**src/rtl/bytes_to_sram_if.sv**
```systemverilog
// Bus bundle for bytes_to_sram: upstream byte-command port plus the SRAM pin side.
// The slave modport is the controller; the master modport is the environment around it.
interface bytes_to_sram_if #(
    parameter int ADDR_WIDTH = 17
);
    logic [ADDR_WIDTH-1:0] mem_addr;
    logic                  mem_rd;
    logic                  mem_wr;
    logic [7:0]            mem_wr_data;
    logic [7:0]            mem_rd_data;
    logic                  mem_rd_data_valid;
    logic [ADDR_WIDTH-1:0] sram_addr;
    logic [7:0]            sram_dq_out;
    logic                  sram_dq_oe;
    logic [7:0]            sram_dq_in;
    logic                  sram_ce_n;
    logic                  sram_oe_n;
    logic                  sram_we_n;
    logic                  overflow;

    modport slave (
        input  mem_addr, mem_rd, mem_wr, mem_wr_data, sram_dq_in,
        output mem_rd_data, mem_rd_data_valid, sram_addr, sram_dq_out, sram_dq_oe,
               sram_ce_n, sram_oe_n, sram_we_n, overflow
    );

    modport master (
        output mem_addr, mem_rd, mem_wr, mem_wr_data, sram_dq_in,
        input  mem_rd_data, mem_rd_data_valid, sram_addr, sram_dq_out, sram_dq_oe,
               sram_ce_n, sram_oe_n, sram_we_n, overflow
    );
endinterface

```
**src/rtl/bytes_to_sram.sv**
```systemverilog
// Byte-command to asynchronous SRAM controller: a command FIFO with no backpressure
// feeding a SETUP/ACCESS/HOLD strobe sequencer whose SRAM outputs are all registered.
module bytes_to_sram #(
    parameter int ADDR_WIDTH    = 17,
    parameter int FIFO_DEPTH    = 8,
    parameter int ACCESS_CYCLES = 3
) (
    input  logic            clk,
    input  logic            reset,
    bytes_to_sram_if.slave  bus
);
    localparam int PTR_W   = $clog2(FIFO_DEPTH) + 1;
    localparam int ENTRY_W = 1 + ADDR_WIDTH + 8;

    typedef enum logic [1:0] {IDLE, SETUP, ACCESS, HOLD} state_t;

    state_t                state_q;
    logic [3:0]            cnt_q;
    logic [PTR_W-1:0]      wptr_q, rptr_q, wptr_d, rptr_d;
    logic [ENTRY_W-1:0]    fifo_q [FIFO_DEPTH];
    logic                  overflow_q;
    logic                  op_rd_q;
    logic [ADDR_WIDTH-1:0] sram_addr_q;
    logic [7:0]            sram_dq_out_q;
    logic                  sram_dq_oe_q;
    logic                  sram_ce_n_q, sram_oe_n_q, sram_we_n_q;
    logic [7:0]            rd_data_q;
    logic                  rd_valid_q;

    logic                  fifo_empty, fifo_full, push_req, push, pop;
    logic [ENTRY_W-1:0]    head;
    logic                  head_rd;
    logic [ADDR_WIDTH-1:0] head_addr;
    logic [7:0]            head_data;

    assign fifo_empty = (wptr_q == rptr_q);
    assign fifo_full  = ((wptr_q ^ rptr_q) == {1'b1, {(PTR_W-1){1'b0}}});
    assign pop        = !fifo_empty && ((state_q == IDLE) || (state_q == HOLD));
    assign push_req   = !reset && (bus.mem_rd || bus.mem_wr);
    // A pop in the same cycle frees a slot, so a full FIFO still takes the push.
    assign push       = push_req && (!fifo_full || pop);
    assign wptr_d     = wptr_q + PTR_W'(push);
    assign rptr_d     = rptr_q + PTR_W'(pop);

    assign head      = fifo_q[rptr_q[PTR_W-2:0]];
    assign head_rd   = head[ENTRY_W-1];
    assign head_addr = head[8 +: ADDR_WIDTH];
    assign head_data = head[7:0];

    always_ff @(posedge clk) begin
        if (push) begin
            fifo_q[wptr_q[PTR_W-2:0]] <= {bus.mem_rd, bus.mem_addr, bus.mem_wr_data};
        end
    end

    always_ff @(posedge clk) begin
        if (reset) begin
            wptr_q     <= '0;
            rptr_q     <= '0;
            overflow_q <= 1'b0;
        end else begin
            wptr_q <= wptr_d;
            rptr_q <= rptr_d;
            if (push_req && !push) begin
                overflow_q <= 1'b1;
            end
        end
    end

    always_ff @(posedge clk) begin
        if (reset) begin
            state_q       <= IDLE;
            cnt_q         <= '0;
            op_rd_q       <= 1'b0;
            sram_addr_q   <= '0;
            sram_dq_out_q <= '0;
            sram_dq_oe_q  <= 1'b0;
            sram_ce_n_q   <= 1'b1;
            sram_oe_n_q   <= 1'b1;
            sram_we_n_q   <= 1'b1;
            rd_data_q     <= '0;
            rd_valid_q    <= 1'b0;
        end else begin
            rd_valid_q <= 1'b0;
            case (state_q)
                IDLE, HOLD: begin
                    if (pop) begin
                        state_q      <= SETUP;
                        op_rd_q      <= head_rd;
                        sram_addr_q  <= head_addr;
                        sram_ce_n_q  <= 1'b0;
                        sram_oe_n_q  <= !head_rd;
                        sram_we_n_q  <= 1'b1;
                        sram_dq_oe_q <= !head_rd;
                        if (!head_rd) begin
                            sram_dq_out_q <= head_data;
                        end
                    end else begin
                        state_q      <= IDLE;
                        sram_ce_n_q  <= 1'b1;
                        sram_oe_n_q  <= 1'b1;
                        sram_we_n_q  <= 1'b1;
                        sram_dq_oe_q <= 1'b0;
                    end
                end
                SETUP: begin
                    state_q     <= ACCESS;
                    cnt_q       <= 4'(ACCESS_CYCLES - 1);
                    sram_we_n_q <= op_rd_q;
                end
                ACCESS: begin
                    if (cnt_q == 4'd0) begin
                        state_q     <= HOLD;
                        sram_we_n_q <= 1'b1;
                        sram_oe_n_q <= 1'b1;
                        if (op_rd_q) begin
                            rd_data_q  <= bus.sram_dq_in;
                            rd_valid_q <= 1'b1;
                        end
                    end else begin
                        cnt_q <= cnt_q - 4'd1;
                    end
                end
                default: state_q <= IDLE;
            endcase
        end
    end

    assign bus.sram_addr         = sram_addr_q;
    assign bus.sram_dq_out       = sram_dq_out_q;
    assign bus.sram_dq_oe        = sram_dq_oe_q;
    assign bus.sram_ce_n         = sram_ce_n_q;
    assign bus.sram_oe_n         = sram_oe_n_q;
    assign bus.sram_we_n         = sram_we_n_q;
    assign bus.mem_rd_data       = rd_data_q;
    assign bus.mem_rd_data_valid = rd_valid_q;
    assign bus.overflow          = overflow_q;
endmodule

```
**src/flat_wrapper.sv**
```systemverilog
// flat-port wrapper written by rule: the top's interface ports become plain ports
module bytes_to_sram_flat 
#(
    parameter int ADDR_WIDTH    = 17,
    parameter int FIFO_DEPTH    = 8,
    parameter int ACCESS_CYCLES = 3
)
  (clk, reset, bus_mem_addr, bus_mem_rd, bus_mem_wr, bus_mem_wr_data, bus_sram_dq_in, bus_mem_rd_data, bus_mem_rd_data_valid, bus_sram_addr, bus_sram_dq_out, bus_sram_dq_oe, bus_sram_ce_n, bus_sram_oe_n, bus_sram_we_n, bus_overflow);
  bytes_to_sram_if #(.ADDR_WIDTH(ADDR_WIDTH)) bus_i ();
  input  logic clk;
  input  logic reset;
  input wire logic [$bits(bus_i.mem_addr)-1:0] bus_mem_addr;
  input wire logic [$bits(bus_i.mem_rd)-1:0] bus_mem_rd;
  input wire logic [$bits(bus_i.mem_wr)-1:0] bus_mem_wr;
  input wire logic [$bits(bus_i.mem_wr_data)-1:0] bus_mem_wr_data;
  input wire logic [$bits(bus_i.sram_dq_in)-1:0] bus_sram_dq_in;
  output wire logic [$bits(bus_i.mem_rd_data)-1:0] bus_mem_rd_data;
  output wire logic [$bits(bus_i.mem_rd_data_valid)-1:0] bus_mem_rd_data_valid;
  output wire logic [$bits(bus_i.sram_addr)-1:0] bus_sram_addr;
  output wire logic [$bits(bus_i.sram_dq_out)-1:0] bus_sram_dq_out;
  output wire logic [$bits(bus_i.sram_dq_oe)-1:0] bus_sram_dq_oe;
  output wire logic [$bits(bus_i.sram_ce_n)-1:0] bus_sram_ce_n;
  output wire logic [$bits(bus_i.sram_oe_n)-1:0] bus_sram_oe_n;
  output wire logic [$bits(bus_i.sram_we_n)-1:0] bus_sram_we_n;
  output wire logic [$bits(bus_i.overflow)-1:0] bus_overflow;
  assign bus_i.mem_addr = bus_mem_addr;
  assign bus_i.mem_rd = bus_mem_rd;
  assign bus_i.mem_wr = bus_mem_wr;
  assign bus_i.mem_wr_data = bus_mem_wr_data;
  assign bus_i.sram_dq_in = bus_sram_dq_in;
  assign bus_mem_rd_data = bus_i.mem_rd_data;
  assign bus_mem_rd_data_valid = bus_i.mem_rd_data_valid;
  assign bus_sram_addr = bus_i.sram_addr;
  assign bus_sram_dq_out = bus_i.sram_dq_out;
  assign bus_sram_dq_oe = bus_i.sram_dq_oe;
  assign bus_sram_ce_n = bus_i.sram_ce_n;
  assign bus_sram_oe_n = bus_i.sram_oe_n;
  assign bus_sram_we_n = bus_i.sram_we_n;
  assign bus_overflow = bus_i.overflow;
  bytes_to_sram #(.ADDR_WIDTH(ADDR_WIDTH), .FIFO_DEPTH(FIFO_DEPTH), .ACCESS_CYCLES(ACCESS_CYCLES)) u_core (.clk(clk), .reset(reset), .bus(bus_i));
endmodule
```
**config.mk**
```make
export PLATFORM = sky130hd
export DESIGN_NAME = bytes_to_sram_flat
export DESIGN_NICKNAME = d
export VERILOG_FILES = /design/src/rtl/bytes_to_sram_if.sv /design/src/rtl/bytes_to_sram.sv /design/src/flat_wrapper.sv
export SDC_FILE = /design/constraint.sdc
export NUM_CORES = 1
export LEC_CHECK = 0
export BUFFER_PORTS_ARGS = -buffer_cell sky130_fd_sc_hd__buf_4
export CAP_MARGIN = 20
export CORE_MARGIN = 1.5
export CORE_UTILIZATION = 59
export CTS_BUF_LIST = sky130_fd_sc_hd__clkbuf_4 sky130_fd_sc_hd__clkbuf_8 sky130_fd_sc_hd__clkbuf_16
export CTS_CLUSTER_SIZE = 14
export DETAILED_ROUTE_END_ITERATION = 8
export PLACE_DENSITY = 0.81
export SYNTH_ARGS = -nofsm -noshare
export SYNTH_HDL_FRONTEND = slang
export SYNTH_SLANG_ARGS = --single-unit
```
**constraint.sdc**
```tcl
create_clock -name clk -period 4.1 [get_ports clk]
set_clock_uncertainty 0.05 [all_clocks]
set_input_delay 0.82 -clock clk [delete_from_list [all_inputs] [get_ports clk]]
set_output_delay 0.82 -clock clk [all_outputs]
set_load 0.02 [all_outputs]
```
==> results.cfg <==
[status]
outcome = finished clean

[grt]
grt_pass1_wl_um = 30170
grt.total_usage = 0.2221
grt_max_degree = 67
grt_pass1_vias = 5406
overflow = 0
antenna_found_initial = 0

[place]
io_buffer_count = 75
pre_cts_slack_ps = 1128
place_congestion = 0.7487
dpl_cell_area_um2 = 10850
hpwl_um = 10660

[final_layout]
diodes = 0
final_nets = 666
areaGrowthSynthToFinish_pct = 16.79
drive_gt1_frac = 0.3229
finish.instance_area_um2 = 11740

[pwr]
peakVddDrop_uv = 357.6
p_leak_uw = 0.004007
power.total_uw = 6892
p_per_area_nw_per_um2 = 587.0

[drt]
vias_per_cell = 5.826
wl_um = 19060
antenna_left = 0
wire_per_inst_um = 22.14
drtIter0Drc = 411
vias = 5016
drt-pass1-iter-count = 4
drc = 0

[critical_path]
arrival_ps = 3180
crit_type = reg -> reg
r2r_slack_ps = 1070
crit_path_end_kind = flip-flop
cp-start-kind = flip-flop
crit_end = u_core.fifo_q[2][15]
worstPathRequired_ps = 4240
rr_endpoint = u_core.fifo_q[2][15]
r2r_cells = 6
crit_start = u_core.state_q[0]
timing.rr.start = u_core.state_q[0]
crit_fanout = 18

[yosys]
synth_top_area_share = 0.6213
synthTopCellsByCount = 208 x edfxtp_1, 54 x dfxtp_1, 52 x mux4_2
yosysTopAreaCell = edfxtp_1
ys_seq_area_frac = 0.7288
synthAdderAreaFrac = 0.009956
synth-simple-area-share = 0.03559
synth_edf_count = 208
synth_area_leaders = edfxtp_1 62%, mux4_2 12%, dfxtp_1 11%
synth_compound_area_frac = 0.04592
synth-seq-cells = 262
syn_area_per_cell_um2 = 18.69
synth_xor_xnor_area_share = 0.006970
syn_inst = 538
synth_nets = 583
synthArstFlopShare = 0
synth_top_family_by_area = multiplexers
synth.most_common_cell = edfxtp_1
yosys_warnings = 0
synth_cell_types = 40
synth_ff_type = edfxtp_1
synth_mux_area_frac = 0.1503
syn_area_um2 = 10050

[cts]
post_cts_buffers = 0
cts.sinks = 262
cts_buffer_depth = 3
cts_tree = built
insertion_delay_ps = 530
ctsHoldBuffers = 0
cts_resized = 0
clkTransAtPathRegs_ps = 60
cts-root-buf = clkbuf_16
cts_max_level = 1
cts_made_buffers = 26

[sta]
worst_slack_ps = 1068
fin_crit_sh = 0.7395
fin_crit_ps = 3032
hold_violations = 0
fmax_mhz = 329.8
maxSlewViolCount = 0
setup_viol = 0
worstMarginPinSlew_ps = 804.9
setup-tns-final_ps = 0
rsz0062_at_grt = no
slew_headroom = 0.4634

[floorplan]
core-area_um2 = 16640
dieArea_um2 = 17830
start_util = 0.6041
die_w_um = 133.5
std_cell_rows = 47
num_io_pins = 76
die_h_um = 133.5

[min_path]
holdPathStages = 2
min_path_type = reg -> reg

[run]
cap_violations = 0
[cell usage in the layout, fill, tap and decap left out, types with 5 or more instances in the layout]
master / netlist / routed
a211oi_2: 10 / 10
inv_1: 14 / 14
dfxtp_1: 54 / 51
clkbuf_4: 0 / 7
edfxtp_1: 208 / 208
clkbuf_16: 0 / 26
xor2_1: 6 / 6
ha_1: 8 / 8
o31ai_1: 8 / 8
mux4_2: 52 / 52
buf_4: 3 / 88
a21oi_1: 5 / 5
nor2_1: 40 / 39
clkbuf_8: 0 / 6
a211o_1: 8 / 8
mux2i_1: 34 / 34
a211oi_1: 11 / 11
nor2b_1: 7 / 6
[cell type report]
class | instances | area [µm²]
sequential | 262 | 7331
clock inverter | 9 | 108.9
clock buffer | 39 | 785.8
multi-input combinational | 229 | 2527
timing repair buffer | 88 | 660.6
fill | 994 | 4901
inverter | 14 | 52.55
tap | 220 | 275.3
[metrics by stage]
step | hold slack (ps) | utilization | cells
floorplan | 407.9 | - | 538
global placement | 423.1 | 0.6518 | 813
detailed placement | 440.5 | 0.6518 | 813
CTS | 453.8 | 0.7055 | 861
global route | 466.2 | 0.7055 | 861
finish | 446.5 | 0.7055 | 861
[how the worst min path moves through the flow]
stage | start | to
6_report | u_core.bus.mem_rd_data[3] | u_core.bus.mem_rd_data[3]
5_1_grt | bus_mem_addr[8] | u_core.fifo_q[7][16]
2_1_floorplan | u_core.cnt_q[3] | u_core.cnt_q[3]
3_3_place_gp | u_core.cnt_q[3] | u_core.cnt_q[3]
3_5_place_dp | u_core.bus.overflow | u_core.bus.overflow
4_1_cts | u_core.bus.sram_ce_n | u_core.bus.sram_ce_n
[registers in the layout, summed over array words and instances, names as in the netlist]
| register | count |
|---|---|
| u_core.bus.sram_dq_oe | 1 |
| u_core.rptr_q | 4 |
| u_core.bus.sram_oe_n | 1 |
| u_core.fifo_q | 208 |
| u_core.bus.overflow | 1 |
| u_core.state_q | 2 |
| u_core.op_rd_q | 1 |
| u_core.bus.mem_rd_data | 8 |
| u_core.bus.sram_dq_out | 8 |
| u_core.wptr_q | 4 |
| u_core.bus.sram_we_n | 1 |
| u_core.bus.mem_rd_data_valid | 1 |
| u_core.cnt_q | 4 |
| u_core.bus.sram_addr | 17 |
| u_core.bus.sram_ce_n | 1 |
[worst max-delay path: stages (launching register included)]
cell and delay, ps:
dfxtp_1 370, inv_1 60, ha_1 530, nor2b_1 200
a2111oi_2 530, and3b_1 540, buf_4 400
[report_power, final]
| part | internal (µW) | switching [µW] |
|---|---|---|
| combinational | 590 | 736 |
| clock | 1450 | 956 |
| sequential | 3030 | 122 |
[layer usage]
metal | wire length [µm] | global-route usage | vias up
li1 | - | - | 2288
met2 | 9921 | 0.3754 | 172
met4 | 291 | 0.06824 | 0
met3 | 1146 | 0.03158 | 24
met5 | 0 | 0 | -
met1 | 7706 | 0.3048 | 2532
[cell families (layout without fill, tap and decap cells)]
| logic type | after synthesis | count (layout) |
|---|---|---|
| AOI/OAI and AO/OA | 54 | 54 |
| xor gates and xnor gates | 8 | 8 |
| adders and majority gates | 8 | 8 |
| buffers and inverters | 47 | 150 |
| DFF | 262 | 262 |
| muxes | 86 | 86 |
| and+or+nand+nor | 73 | 73 |
Power figures use the tool's default switching activity.
